<file path="src/rtl/encoder_pkg.sv">
// Shared constants and helpers for the priority-encoder family.
package encoder_pkg;

    localparam bit PRIO_HIGH_FIRST = 1'b1;
    localparam bit PRIO_LOW_FIRST  = 1'b0;

    // Index width needed to address n items (n >= 2).
    function automatic int clog2(input int n);
        int r;
        r = 0;
        while ((1 << r) < n) r++;
        return r;
    endfunction

endpackage

</file>
<file path="src/rtl/prio_encoder_core.sv">
// Combinational fixed-priority encoder: vector in, winning index and any-set out.
module prio_encoder_core
    import encoder_pkg::*;
#(
    parameter int WIDTH     = 8,
    parameter bit PRIO_HIGH = PRIO_HIGH_FIRST,
    localparam int IDX_W    = clog2(WIDTH)
) (
    input  logic [WIDTH-1:0] vec,
    output logic [IDX_W-1:0] idx,
    output logic             any
);

    // Later iterations overwrite earlier ones, so scan order sets the winner.
    always_comb begin
        idx = '0;
        any = |vec;
        if (PRIO_HIGH) begin
            for (int i = 0; i < WIDTH; i++)
                if (vec[i]) idx = IDX_W'(i);
        end else begin
            for (int i = WIDTH - 1; i >= 0; i--)
                if (vec[i]) idx = IDX_W'(i);
        end
    end

endmodule

</file>
<file path="src/rtl/pending_prio_encoder.sv">
// Sticky pending-request register with prioritised index output and valid/ready pop.
module pending_prio_encoder
    import encoder_pkg::*;
#(
    parameter int WIDTH     = 8,
    parameter bit PRIO_HIGH = PRIO_HIGH_FIRST,
    localparam int IDX_W    = clog2(WIDTH)
) (
    input  logic             clk,
    input  logic             rst_n,
    input  logic [WIDTH-1:0] req_in,
    input  logic             clr_all,
    output logic             out_valid,
    output logic [IDX_W-1:0] out_idx,
    input  logic             out_ready,
    output logic [WIDTH-1:0] pending,
    output logic [IDX_W:0]   pend_cnt,
    output logic             overflow
);

    logic [WIDTH-1:0] pend_q;
    logic [WIDTH-1:0] pop_mask;
    logic             ovf_q;

    prio_encoder_core #(
        .WIDTH    (WIDTH),
        .PRIO_HIGH(PRIO_HIGH)
    ) u_enc (
        .vec(pend_q),
        .idx(out_idx),
        .any(out_valid)
    );

    assign pop_mask = (out_valid && out_ready) ? (WIDTH'(1) << out_idx) : '0;

    always_comb begin
        pend_cnt = '0;
        for (int i = 0; i < WIDTH; i++)
            pend_cnt = pend_cnt + (IDX_W+1)'(pend_q[i]);
    end

    // A request landing on the bit being popped re-arms it rather than overflowing.
    always_ff @(posedge clk) begin
        if (!rst_n) begin
            pend_q <= '0;
            ovf_q  <= 1'b0;
        end else if (clr_all) begin
            pend_q <= '0;
            ovf_q  <= 1'b0;
        end else begin
            pend_q <= (pend_q & ~pop_mask) | req_in;
            ovf_q  <= |(req_in & pend_q & ~pop_mask);
        end
    end

    assign pending  = pend_q;
    assign overflow = ovf_q;

endmodule

</file>
<file path="config.mk">
export PLATFORM = sky130hd
export DESIGN_NAME = pending_prio_encoder
export DESIGN_NICKNAME = d
export VERILOG_FILES = /design/src/rtl/encoder_pkg.sv /design/src/rtl/prio_encoder_core.sv /design/src/rtl/pending_prio_encoder.sv
export SDC_FILE = /design/constraint.sdc
export NUM_CORES = 1
export LEC_CHECK = 0
export CAP_MARGIN = 20
export CORE_UTILIZATION = 30
export CTS_CLUSTER_DIAMETER = 60
export CTS_CLUSTER_SIZE = 30
export DETAILED_ROUTE_END_ITERATION = 10
export PLACE_DENSITY = 0.69
export SYNTH_ARGS = -nofsm -noshare
export SYNTH_HDL_FRONTEND = slang
export SYNTH_HIERARCHICAL = 1
export SYNTH_SLANG_ARGS = --single-unit
</file>
<file path="constraint.sdc">
create_clock -name clk -period 3.7 [get_ports clk]
set_input_delay 1.11 -clock clk [delete_from_list [all_inputs] [get_ports clk]]
set_output_delay 1.11 -clock clk [all_outputs]
set_load 0.01 [all_outputs]
</file>
==> run metrics <==
VDD IR-drop max=about 150 µV; R2R depth=6; Reg-to-Reg End=overflow; WS Path Type=flip-flop to primary output; synth warn=6; Inserted Clock Buffers=3; Tot GR Track Use=16.40%; synth unique cells=27; initial antenna violation count=0; flip-flop and latch count after synthesis=9; Vias/cell=4.781; Placer Congestion=0.8260; Pwr Density=294.2 nW/µm²; RSZ-0062 raised after global routing=yes; die area=2520 µm²; fin nets=147; Hold Crit Start=pending[0]; Final Setup Violations=3; worst setup margin=-0.3858 ns; CP Capture Type=primary output; WP data arrival=2.98 ns; I/O Pins=29; CTS Root Cell=clkbuf_4; min cycle time layout=4.086 ns; Max Cap Viol=0; Detail Route Antenna Nets=0; Top cell by count, worst path=inv_2; r2r setup slk=1.68 ns; final instance area=1115 µm²; Req. time, crit path=2.59 ns; first-pass GRT wire length=3056 µm; Syn Std Cell Area=approximately 700 µm²; worst hold-check path type=flip-flop to flip-flop; failing checks=setup timing; # diodes=0; Placed Area=1061 µm²; DRC errors left=0; hold path depth=4; 1st-iter DRT viols=15; WL/cell=roughly 12 µm; clk_lat worst skew=0.25 ns; period utilisation layout=110.4%; Final Hold Viols=0; Max Slew Vio Count=0; largest net degree at the start of global routing=10; Starting Density=31.81%; cell family contributing the most delay on the critical path=adder cells; floorplan die height=approximately 50 µm; largest incremental delay on the critical path=~0.56 ns; Reg-to-Reg Start=pending[2]; port bufs=28; mean post-synth cell area=~7.8 µm²; Seq/Total Area, Yosys=25.85%; via count=741; worst path cell trace=inv_2, fa_1, fa_1, fa_2, inv_2, ha_4, inv_2, fa_2, inv_2, buf_6; DP HPWL=approximately 1500 µm; die width=~50 µm; clock skew=0.003703 ns; Rows=17; Post-Synthesis Cells=89; worst-path maximum fanout=2; worst-margin pin slew=0.5017 ns; Hold Path End=pending[0]; Post-Syn Nets=108; Core Footprint=2191 µm²; Layout area overhead=59.96%; clk sinks=9; GRT overflow=0; H-tree Lvls=1; Routed WL=1841 µm; Critical Path Start Type=flip-flop; Critical Path Slowest Stage Cell=fa_1; Hold Buf Count CTS=0; DRT Pass-1 Iters=4; Highest Clock Rate=244.8 MHz; Clock transition at path regs=about 0.060 ns; status=complete, but fails checks; leakage power=about 0.48 nW; number of buffers and inverters on the critical path=5; slew margin rel.=66.27%; number of global-route vias before repair=702; fillers=218; share of cells above drive strength 1=28.35%; CTS tree=built; dpl ws=-0.5390 ns; clk buf depth=2
cell usage after synthesis (all sizes together):
cell / n / area [µm²]
ha: 3 / 37.54
buf: 2 / 18.77
a32oi: 2 / 17.52
nand2: 7 / 26.28
dfxtp: 9 / 180.2
inv: 16 / 60.05
o31ai: 2 / 20.02
a31oi: 5 / 31.28
xnor2: 1 / 8.760
nor2b: 2 / 20.02
o21ba: 1 / 10.01
nand2b: 1 / 6.260
a21oi: 11 / 62.56
nand3: 3 / 15.01
nor4: 1 / 12.51
fa: 4 / 80.08
nor2: 13 / 48.80
nor3b: 1 / 7.510
clkbuf: 1 / 3.750
nand4: 1 / 6.260
and3: 1 / 6.260
and3b: 2 / 17.52
layer usage:
metal  track usage, %  wire length (µm)  vias up
met5                0                 0        -
met4            7.619                22        0
met3            3.636                67        4
met2            25.33               934       25
met1            21.50               817      336
li1                 -                 -      376
tightest hold or removal path: cells and delay by family, from the launching register on:
family                 cells  cell delay [ns]
flip-flops                 1             0.32
AO/OA/AOI/OAI              1             0.06
AND/OR/NAND/NOR            2             0.13
buffers and inverters      1             0.06
power breakdown:
| part | total [mW] | switching [mW] | internal [mW] |
|---|---|---|---|
| combinational | 0.148 | 0.0697 | 0.0784 |
| clock | 0.0741 | 0.0326 | 0.0414 |
| sequential | 0.106 | 0.00407 | 0.102 |
| total | 0.328 | 0.106 | 0.222 |
stage by stage:
step / hold WS (ns) / std cells / util [%] / setup TNS, ns / total power, mW
6_report: 0.6058 / 155 / 50.89 / -1.013 / 0.3279
5_1_grt: 0.6670 / 155 / 50.89 / -1.379 / 0.3557
4_1_cts: 0.6084 / 154 / 50.37 / -1.228 / 0.3309
3_5_place_dp: 0.6006 / 149 / 48.43 / -1.381 / 0.2433
3_3_place_gp: 0.5812 / 149 / 48.43 / -1.110 / 0.2409
2_1_floorplan: 0.5115 / 89 / - / -0.01169 / 0.1833
cells by family after synthesis:
group / synth area share [%]
AO/OA/AOI/OAI: 20.29
AND/OR/NAND/NOR: 23.88
XOR/XNOR: 1.257
buffers and inverters: 11.85
adder cells (fa/ha/maj): 16.88
flip-flops: 25.85
worst max-delay path by stage:
stage,start,end,cells past startpoint
after floorplan,pending[0],pend_cnt[1],9
after global placement,pending[0],pend_cnt[2],10
after detailed placement,pending[0],pend_cnt[2],10
after CTS,pending[1],pend_cnt[1],10
after global routing,pending[1],pend_cnt[1],10
final,pending[1],pend_cnt[1],10
flip-flops by register name, summed over array words and instances (netlist names):
| register | flops |
|---|---|
| pending | 8 |
| overflow | 1 |
cell type report:
| type | instances | area (µm²) | share of cell area [%] |
|---|---|---|---|
| clock buffers | 4 | 26.28 | 2.357 |
| inverters | 16 | 60.06 | 5.387 |
| multi-input cells | 61 | 462.9 | 41.53 |
| flip-flops and latches | 9 | 186.4 | 16.72 |
| well taps | 28 | 35.03 | 3.143 |
| repair buffers | 37 | 344.1 | 30.86 |
placed cells by master (no fill, tap or decap):
master,count
nand4_1,1
o31ai_1,1
fa_1,2
ha_4,1
nor3b_1,1
inv_1,10
and3_1,1
o21ba_2,1
buf_6,3
clkbuf_4,3
dfxtp_2,2
nor2b_4,1
nand2_1,7
clkbuf_1,1
ha_1,2
clkdlybuf4s50_1,24
a21oi_1,8
nor4_2,1
a21oi_2,3
xnor2_2,1
a32oi_1,2
buf_2,2
dfxtp_1,6
inv_2,6
a31oi_1,5
buf_4,8
and3b_1,2
fa_2,2
nand3_1,3
dfxtp_4,1
nor2_1,13
nor2b_1,1
nand2b_1,1
o31ai_2,1
what timing repair did:
| item | 4_1_cts | 5_1_grt |
|---|---|---|
| endpoints found under the setup margin | 4 | 4 |
| buffers inserted | 1 | 1 |
| cloned | 0 | 0 |
| gates resized for setup | 23 | 1 |
| pin swaps | 5 | 3 |
Power figures use the tool's default switching activity.
